--- src/rtl/count_trk_pkg.sv ---
// count_trk_pkg
//   Shared types and constants for the counter wrap tracker.
//   - trk_state_t : tracker FSM states (IDLE = no previous sample, TRACK = comparing samples)
//   - wrap_evt_t  : layout of one queued wrap event {dir, wrap count after the wrap}
//   - DIR_UP / DIR_DOWN : encoding of the counter's mode input
//   - *_DEF       : default parameter values used by the tracker top
package count_trk_pkg;

    localparam int CW_DEF     = 4;
    localparam int WRAP_W_DEF = 8;
    localparam int DEPTH_DEF  = 4;

    localparam logic DIR_UP   = 1'b1;
    localparam logic DIR_DOWN = 1'b0;

    typedef enum logic {
        IDLE  = 1'b0,
        TRACK = 1'b1
    } trk_state_t;

    typedef struct packed {
        logic                         dir;
        logic signed [WRAP_W_DEF-1:0] wcnt;
    } wrap_evt_t;

endpackage

--- src/rtl/wrap_evt_fifo.sv ---
// wrap_evt_fifo
//   Synchronous DEPTH-entry FIFO carrying wrap events on a valid/ready stream.
//   Pointers carry one extra bit so full and empty are told apart without a counter.
//   A push into a full FIFO is accepted when a pop happens in the same cycle;
//   otherwise it is discarded and reported on 'drop' for that cycle.
//   The head entry is held in a register (dout) together with 'valid'.
// Ports
//   clk, rst_n : clock, asynchronous active-low reset
//   push, din  : write request and data
//   ready      : consumer accepts the head entry this cycle
//   valid      : head entry available (registered)
//   dout       : head entry, zero when empty (registered)
//   drop       : push lost because the FIFO was full with no pop (combinational pulse)
module wrap_evt_fifo #(
    parameter int W     = 9,
    parameter int DEPTH = 4
) (
    input  logic         clk,
    input  logic         rst_n,
    input  logic         push,
    input  logic [W-1:0] din,
    input  logic         ready,
    output logic         valid,
    output logic [W-1:0] dout,
    output logic         drop
);

    localparam int AW = $clog2(DEPTH);

    logic [W-1:0]  mem [DEPTH];
    logic [AW:0]   wr_ptr, rd_ptr;
    logic [AW:0]   wr_nxt, rd_nxt;
    logic          full, pop, push_ok, head_from_din;
    logic [W-1:0]  dout_nxt;

    assign full    = (wr_ptr[AW] != rd_ptr[AW]) && (wr_ptr[AW-1:0] == rd_ptr[AW-1:0]);
    assign pop     = valid & ready;
    assign push_ok = push & (~full | pop);
    assign drop    = push & full & ~pop;

    assign wr_nxt  = wr_ptr + {{AW{1'b0}}, push_ok};
    assign rd_nxt  = rd_ptr + {{AW{1'b0}}, pop};

    // The pushed word becomes the new head when nothing else remains after the pop.
    assign head_from_din = push_ok && (rd_nxt == wr_ptr);

    // NOTE: every signal written in always_comb gets a default first so no latch is inferred.
    always_comb begin
        dout_nxt = '0;
        if (wr_nxt != rd_nxt) begin
            if (head_from_din) dout_nxt = din;
            else               dout_nxt = mem[rd_nxt[AW-1:0]];
        end
    end

    // NOTE: storage has no reset; validity is tracked by the pointers, and leaving the
    // array unreset lets it map onto plain registers or RAM without a reset network.
    always_ff @(posedge clk) begin
        if (push_ok) mem[wr_ptr[AW-1:0]] <= din;
    end

    always_ff @(posedge clk or negedge rst_n) begin
        if (!rst_n) begin
            wr_ptr <= '0;
            rd_ptr <= '0;
            valid  <= 1'b0;
            dout   <= '0;
        end else begin
            wr_ptr <= wr_nxt;
            rd_ptr <= rd_nxt;
            valid  <= (wr_nxt != rd_nxt);
            dout   <= dout_nxt;
        end
    end

endmodule

--- src/rtl/count_wrap_tracker.sv ---
// count_wrap_tracker
//   Watches a CW-bit up/down counter sample by sample, detects wrap-around
//   (MAX->0 in up mode, 0->MAX in down mode) and keeps a signed wrap count.
//   pos = {wrap_cnt, last count} is an exact two's-complement extended position.
//   Each wrap is queued as {dir, new wrap_cnt}; the event is registered once before
//   entering the FIFO, so it becomes visible one cycle after pos updates.
// Build option
//   WRAP_TRACK_STEP_CHK_EN : when defined, flags any sample that is not exactly one
//   step from the previous one in the current mode (a hold counts as illegal).
//   When undefined, step_err is tied low.
// Ports
//   clk, rst_n          : clock, asynchronous active-low reset
//   cnt_vld             : count_in / dir_in / cnt_rst valid this cycle
//   count_in, dir_in    : counter value and mode (1 = up)
//   cnt_rst             : counter's own reset applied for this sample
//   pos                 : extended position {wrap_cnt, last}
//   evt_valid/ready/data: wrap event stream {dir_of_wrap, wrap_cnt after wrap}
//   drop_err            : sticky, event lost to a full queue
//   step_err            : sticky, illegal step seen (checker builds only)
module count_wrap_tracker
    import count_trk_pkg::*;
#(
    parameter int CW     = CW_DEF,
    parameter int WRAP_W = WRAP_W_DEF,
    parameter int DEPTH  = DEPTH_DEF
) (
    input  logic                 clk,
    input  logic                 rst_n,
    input  logic                 cnt_vld,
    input  logic [CW-1:0]        count_in,
    input  logic                 dir_in,
    input  logic                 cnt_rst,
    output logic [WRAP_W+CW-1:0] pos,
    output logic                 evt_valid,
    input  logic                 evt_ready,
    output logic [WRAP_W:0]      evt_data,
    output logic                 drop_err,
    output logic                 step_err
);

    localparam logic [CW-1:0] CNT_MAX  = '1;
    localparam logic [CW-1:0] CNT_ZERO = '0;

    trk_state_t               state;
    logic [CW-1:0]            last;
    logic signed [WRAP_W-1:0] wrap_cnt;
    logic signed [WRAP_W-1:0] wcnt_up, wcnt_dn;
    logic                     wrap_up, wrap_dn;
    logic                     push_vld;
    logic [WRAP_W:0]          push_data;
    logic                     fifo_drop;

    assign wrap_up = (dir_in == DIR_UP)   && (last == CNT_MAX)  && (count_in == CNT_ZERO);
    assign wrap_dn = (dir_in == DIR_DOWN) && (last == CNT_ZERO) && (count_in == CNT_MAX);
    assign wcnt_up = wrap_cnt + WRAP_W'(1);
    assign wcnt_dn = wrap_cnt - WRAP_W'(1);

    assign pos = {wrap_cnt, last};

    // NOTE: sequential state uses non-blocking assignments so every flop samples
    // the pre-edge values regardless of statement order.
    always_ff @(posedge clk or negedge rst_n) begin
        if (!rst_n) begin
            state     <= IDLE;
            last      <= '0;
            wrap_cnt  <= '0;
            push_vld  <= 1'b0;
            push_data <= '0;
            drop_err  <= 1'b0;
        end else begin
            push_vld <= 1'b0;
            drop_err <= drop_err | fifo_drop;
            if (cnt_vld) begin
                case (state)
                    IDLE: begin
                        last  <= count_in;
                        state <= TRACK;
                    end
                    TRACK: begin
                        last <= count_in;
                        if (cnt_rst) begin
                            wrap_cnt <= '0;
                        end else if (wrap_up) begin
                            wrap_cnt  <= wcnt_up;
                            push_vld  <= 1'b1;
                            push_data <= {DIR_UP, wcnt_up};
                        end else if (wrap_dn) begin
                            wrap_cnt  <= wcnt_dn;
                            push_vld  <= 1'b1;
                            push_data <= {DIR_DOWN, wcnt_dn};
                        end
                    end
                    default: state <= IDLE;
                endcase
            end
        end
    end

`ifdef WRAP_TRACK_STEP_CHK_EN
    logic [CW-1:0] step_exp;
    logic          step_err_q;

    assign step_exp = (dir_in == DIR_UP) ? last + CW'(1) : last - CW'(1);

    always_ff @(posedge clk or negedge rst_n) begin
        if (!rst_n) begin
            step_err_q <= 1'b0;
        end else if (cnt_vld && !cnt_rst && (state == TRACK) && (count_in != step_exp)) begin
            step_err_q <= 1'b1;
        end
    end

    assign step_err = step_err_q;
`else
    assign step_err = 1'b0;
`endif

    wrap_evt_fifo #(
        .W     (WRAP_W + 1),
        .DEPTH (DEPTH)
    ) u_fifo (
        .clk   (clk),
        .rst_n (rst_n),
        .push  (push_vld),
        .din   (push_data),
        .ready (evt_ready),
        .valid (evt_valid),
        .dout  (evt_data),
        .drop  (fifo_drop)
    );

endmodule

--- config.mk ---
export PLATFORM = sky130hd
export DESIGN_NAME = count_wrap_tracker
export DESIGN_NICKNAME = d
export VERILOG_FILES = /design/src/rtl/count_trk_pkg.sv /design/src/rtl/wrap_evt_fifo.sv /design/src/rtl/count_wrap_tracker.sv
export SDC_FILE = /design/constraint.sdc
export NUM_CORES = 1
export LEC_CHECK = 0
export ABC_AREA = 1
export ABC_CLOCK_PERIOD_IN_PS = 4270
export BUFFER_PORTS_ARGS = -buffer_cell sky130_fd_sc_hd__buf_2
export CORE_ASPECT_RATIO = 1.25
export CORE_MARGIN = 3
export CORE_UTILIZATION = 42
export DETAILED_ROUTE_END_ITERATION = 6
export SLEW_MARGIN = 20
export SYNTH_ARGS = -nofsm -noshare
export SYNTH_HDL_FRONTEND = slang
export SYNTH_HIERARCHICAL = 1
export SYNTH_SLANG_ARGS = --single-unit
--- constraint.sdc ---
create_clock -name clk -period 4.27 [get_ports clk]
set_clock_uncertainty 0.1 [all_clocks]
set_input_delay 0.854 -clock clk [delete_from_list [all_inputs] [get_ports clk]]
set_output_delay 0.854 -clock clk [all_outputs]
set_load 0.01 [all_outputs]
# Yosys cells after proc, flatten, opt, wreduce, memory -nomap -nowiden
# Memory sizes are Yosys's and may differ from the RTL's.
# Cells that the tools add are included.
op_classes:
  add_sub_neg: 4
  n_eq_ne: 6
  muxes: 14
  n_bitwise: 10
  n_reduce_logical: 12
ops:
  columns: ["cell", "count"]
  rows:
  - ["$mux W9", 4]
  - ["$mux W8", 3]
  - ["$add A8 B2 Y8 const B", 1]
  - ["$eq A4 B4 Y1 const B", 2]
  - ["$logic_not A4 Y1", 2]
  - ["$sub A8 B2 Y8 const B", 1]
  - ["$mux W1", 7]
  - ["$add A3 B1 Y3", 2]
  - ["$logic_and A1 B1 Y1", 6]
  - ["$and A1 B1 Y1", 4]
  - ["$not A1 Y1", 4]
  - ["$reduce_and A4 Y1", 1]
  - ["$eq A3 B3 Y1", 1]
  - ["$ne A3 B3 Y1", 1]
  - ["$reduce_and A3 Y1", 1]
  - ["$reduce_bool A3 Y1", 1]
  - ["$eq A2 B2 Y1", 1]
  - ["$or A1 B1 Y1", 2]
  - ["$reduce_bool A2 Y1", 1]
  - ["$ne A1 B1 Y1", 1]
totals:
  ff_bits: 40
  ramBits: 36
  input_bits: 10
  output_inout_bits: 24
  wordCells: 57
  memories: 1
mem_list:
  columns: ["name", "depth", "word_bits", "rd", "rd_clocked_by_memory_dff", "wr", "line_no", "text"]
  rows:
  - ["u_fifo.mem", 4, 9, 1, 0, 1, "wrap_evt_fifo.sv:30", "logic [W-1:0] mem [DEPTH];"]

# Logic depth before layout (Yosys ltp)
logic_depth:
  depth_word: 8
  depth_mapped: 14

# Cells and area by module
# The synthesis kept the hierarchy.
modules_own_cells:
  columns: ["module", "n_inst", "cells_each", "area_each_um2", "seq_area_each_um2"]
  rows:
  - ["wrap_evt_fifo", 1, 203, 2227.1, 1481.4]
  - ["count_wrap_tracker", 1, 213, 1535.2, 600.6]

# Worst setup path after synthesis
# Ideal clock, no wire load.
synth_path:
  path_kind: "in2reg"
  startpoint: "input evt_ready"
  endpoint: "register u_fifo.dout[0]"
  setup_time_ps: 117
  t_arrival_ps: 2306
  t_required_ps: 4053
  setup_slack_ps: 1748
  stages: 12
  path_buffers: 0
  cell_sequence: "nand2_1 nand2_1 nor2_1 nand2_1 nand2_2 inv_1 ha_1 ha_1 xnor2_1 nand4_2 nand2_1 nor2_1"
synth_between:
  elab_chain_len: 6
synth_lines:
  columns: ["item", "line_no", "text"]
  rows:
  - ["from (decl)", "count_wrap_tracker.sv:35", "input logic evt_ready,"]
  - ["$and A1 B1 Y1", "wrap_evt_fifo.sv:37", "assign pop = valid & ready;"]
  - ["$or A1 B1 Y1", "wrap_evt_fifo.sv:38", "assign push_ok = push & (~full | pop);"]
  - ["$and A1 B1 Y1", "wrap_evt_fifo.sv:38", null]
  - ["$add A3 B1 Y3", "wrap_evt_fifo.sv:41", "assign wr_nxt = wr_ptr + {{AW{1'b0}}, push_ok};"]
  - ["net u_fifo.wr_nxt[1]", "wrap_evt_fifo.sv:32", "logic [AW:0] wr_nxt, rd_nxt;"]
  - ["$ne A3 B3 Y1", "wrap_evt_fifo.sv:50", "if (wr_nxt != rd_nxt) begin"]
  - ["$mux W9", "wrap_evt_fifo.sv:50", null]
  - ["net u_fifo.dout_nxt[0]", "wrap_evt_fifo.sv:34", "logic [W-1:0] dout_nxt;"]
  - ["to (signal assigned)", "wrap_evt_fifo.sv:72", "dout <= dout_nxt;"]
  - ["to (decl)", "wrap_evt_fifo.sv:24", "output logic [W-1:0] dout,"]
# The timed path passes the listed nets, and every way through them passes these cells.
# A chain may end at the register's enable or synchronous reset.

# Worst setup path in the final report
layout_path:
  startpoint: "input evt_ready"
  endpoint: "register u_fifo.dout[3]"
# Same word-level chain as after synthesis.

==> results.py <==
metrics = {
    "hold_path": {
        "min_path_type": "reg2reg",
    },
    "synthesis": {
        "synth.area.top_cells": "edfxtp_1 (29%), dfrtp_1 (27%), nand2_1 (11%)",
        "ys_ff_latch": 76,
        "ys_seq_area_share_pct": 55.3,
        "synth_edf_count": 36,
        "synth-async-reset-ratio_pct": 52.6,
        "synth_top_area_share_pct": 28.7,
        "yosysUniqueCellTypes": 34,
        "synth_warnings": 6,
        "synthFlopType": "dfrtp_1",
        "syn_area_per_cell_sq_um": 9.04,
        "yosysTopAreaCell": "edfxtp_1",
        "netlist_area_sq_um": 3760,
        "yosys-top-cells-count": "nand2_1 (114), nor2_1 (62), dfrtp_1 (40)",
        "syn_nets": 432,
        "postSynthCellCount": 416,
        "synth.most_common_cell": "nand2_1",
    },
    "timing": {
        "fin_crit_sh_pct": 63.9,
        "slew_violations": 0,
        "fmax_mhz": 366,
        "worst_slew_pin_slew_ps": 906,
        "hold_viol": 0,
        "worst_slack_ps": 1540,
        "setup_tns_ps": 0,
        "setup_viol": 0,
        "slew_headroom_pct": 39.6,
        "min_period_ps": 2730,
        "rsz0062_at_grt": "false",
    },
    "place": {
        "hpwl_mm": 5.55,
        "post-place-ws_ps": 1200,
        "gp_congestion": 0.850,
        "io_buffers": 32,
    },
    "global_routing": {
        "grt_pass1_vias": 2733,
        "antenna_found_initial": 0,
        "grt_max_degree": 41,
        "grt_overflow_total": 0,
        "grt_first_pass_wirelength_mm": 12.8,
        "grt_util_all_layers_pct": 15.7,
    },
    "worst_setup_path": {
        "r2r_start": "u_fifo/wr_ptr[1]",
        "crit_start": "evt_ready",
        "r2r_slack_ps": 1580,
        "crit_fanout": 11,
        "path_class": "in2reg",
        "crit-reg2reg-capture": "u_fifo/dout[3]",
        "arrival_ps": 2870,
        "crit_required_ps": 4400,
        "reg2reg_depth": 14,
        "crit_end": "u_fifo/dout[3]",
        "start_kind": "input pin",
        "end_kind": "flop",
    },
    "route": {
        "detail_route.iter0.violations": 68,
        "drt_wl_total_mm": 7.58,
        "top_layer_used": "met4",
        "wire_per_inst_microns": 13.1,
        "vias": 2740,
        "drt.antenna.violating_nets": 0,
        "vias_per_cell": 4.74,
        "drcViolationCount": 0,
        "wl_met3_microns": 226,
        "wl_met1_mm": 3.47,
        "wl_met2_mm": 3.74,
        "drtPass1Iterations": 4,
    },
    "floorplanning": {
        "num_rows": 38,
        "die_height_microns": 112,
        "core_area_sq_um": 8700,
        "dieArea_sq_um": 10100,
        "io_pins": 34,
        "die_width_microns": 90.7,
        "start_util_pct": 43.2,
    },
    "clocking": {
        "clkSinkCount": 76,
        "cts_tree": "built",
        "clock_latency_ps": 340,
        "ctsResizeCount": 0,
        "clock-root-buffer": "clkbuf_8",
        "hold_buffers": 0,
        "clk_pin_slew_worst_paths_ps": 80,
        "cts_made_buffers": 9,
        "postCtsSetupRepairBufs": 0,
        "clockBufferDepth": 2,
        "htreeDepth": 3,
    },
    "layout": {
        "fill_cells": 841,
        "seq_area_sq_um": 2080,
        "antenna_cells": 0,
        "multi_input_area_sq_um": 1480,
        "drive_above_1_share_pct": 17.5,
        "nets": 469,
        "synthToLayoutAreaGrowth_pct": 12.9,
        "utilization_pct": 48.8,
    },
    "power_and_ir_drop": {
        "power_density_nw_per_um2": 546,
        "cellLeakagePower_nw": 1.95,
        "irDropWorstVdd_mv": 0.228,
    },
    "job": {
        "cap_violations": 0,
    },
    "status": {
        "outcome": "finished, final reports clean",
    },
}
-- cell usage in the layout (no fill, tap or decap) --
cell type and count:
a21oi_1 4, a21oi_4 1, buf_2 32, buf_4 4, bufinv_16 1, clkbuf_8 10, clkinv_1 2, clkinv_2 1
clkinvlp_4 2, conb_1 1, dfrtp_1 40, edfxtp_1 36, ha_1 6, inv_1 32, inv_2 6, inv_6 1
nand2_1 114, nand2_2 5, nand3_1 17, nand3_2 2, nand3_4 2, nand4_1 12, nand4_2 2, nand4_4 1
nor2_1 62, nor2_2 3, nor2_4 3, nor2_8 1, nor3_1 6, nor3_4 1, o21ai_0 21, o21ai_1 5
o22ai_1 9, or2_1 1, or2_2 2, xnor2_1 5, xor2_1 5
-- worst max-delay path: stages --
cell and delay, ps:
buf_2 100, nand2_1 70, nand2_1 60, nor2_1 100, nand2_1 230, nand2_2 250
inv_1 60, ha_1 180, ha_1 190, xor2_1 210, or2_1 150, nand4_2 210
nand2_1 160, nor2_1 50
-- layer usage --
metal	global-route usage, %	vias up
met5	0	-
met4	6.95	0
met3	2.30	11
met2	27.1	43
met1	19.6	1246
li1	-	1440
-- cell families (layout without fill, tap and decap cells) --
kind of cell | Yosys count | after routing | share of synthesized area [%]
fa+ha+maj | 6 | 6 | 2.00
xor+xnor | 10 | 10 | 2.33
other cells | 1 | 1 | 0.0997
compound gates | 40 | 40 | 5.92
simple gates | 234 | 234 | 29.0
buf+inv | 49 | 91 | 5.32
flops | 76 | 76 | 55.3
-- final cells by class --
type,instances,share of cell area [%]
clock buffer,10,3.24
sequential,76,49.0
tap,120,3.53
inverter,39,3.45
clock inverter,6,1.47
multi-input combinational,291,34.8
timing repair buffer,36,4.48
-- registers in the layout (all words and copies together), names as in the netlist --
register / cells
wrap_cnt: 8
state: 1
u_fifo/wr_ptr: 3
last: 4
drop_err: 1
u_fifo/dout: 9
u_fifo/valid: 1
push_data: 9
u_fifo/rd_ptr: 3
push_vld: 1
u_fifo/mem: 36
-- metrics by stage --
stage	power [mW]	hold slack (ps)	instances	instance area [sq um]
floorplan	1.57	359	416	3760
global placement	1.77	346	562	4050
detailed placement	1.79	353	562	4050
CTS	2.34	372	578	4250
global route	2.51	388	578	4250
finish	2.32	369	578	4250
-- report_power, final --
group / total (mW) / leakage [nW] / internal, mW / switching (mW)
Combinational: 0.851 / 1.01 / 0.304 / 0.547
Clock: 0.551 / 0.0963 / 0.285 / 0.266
Sequential: 0.918 / 0.842 / 0.855 / 0.0635
-- how the worst min path moves through the flow --
stage                        start       end  depth (start not counted)
after floorplan              state     state                          1
after global placement    drop_err  drop_err                          1
after detailed placement  drop_err  drop_err                          1
after CTS                 drop_err  drop_err                          1
after global routing      drop_err  drop_err                          1
final                     drop_err  drop_err                          1
Note: power is estimated with default switching activity, not from simulation.
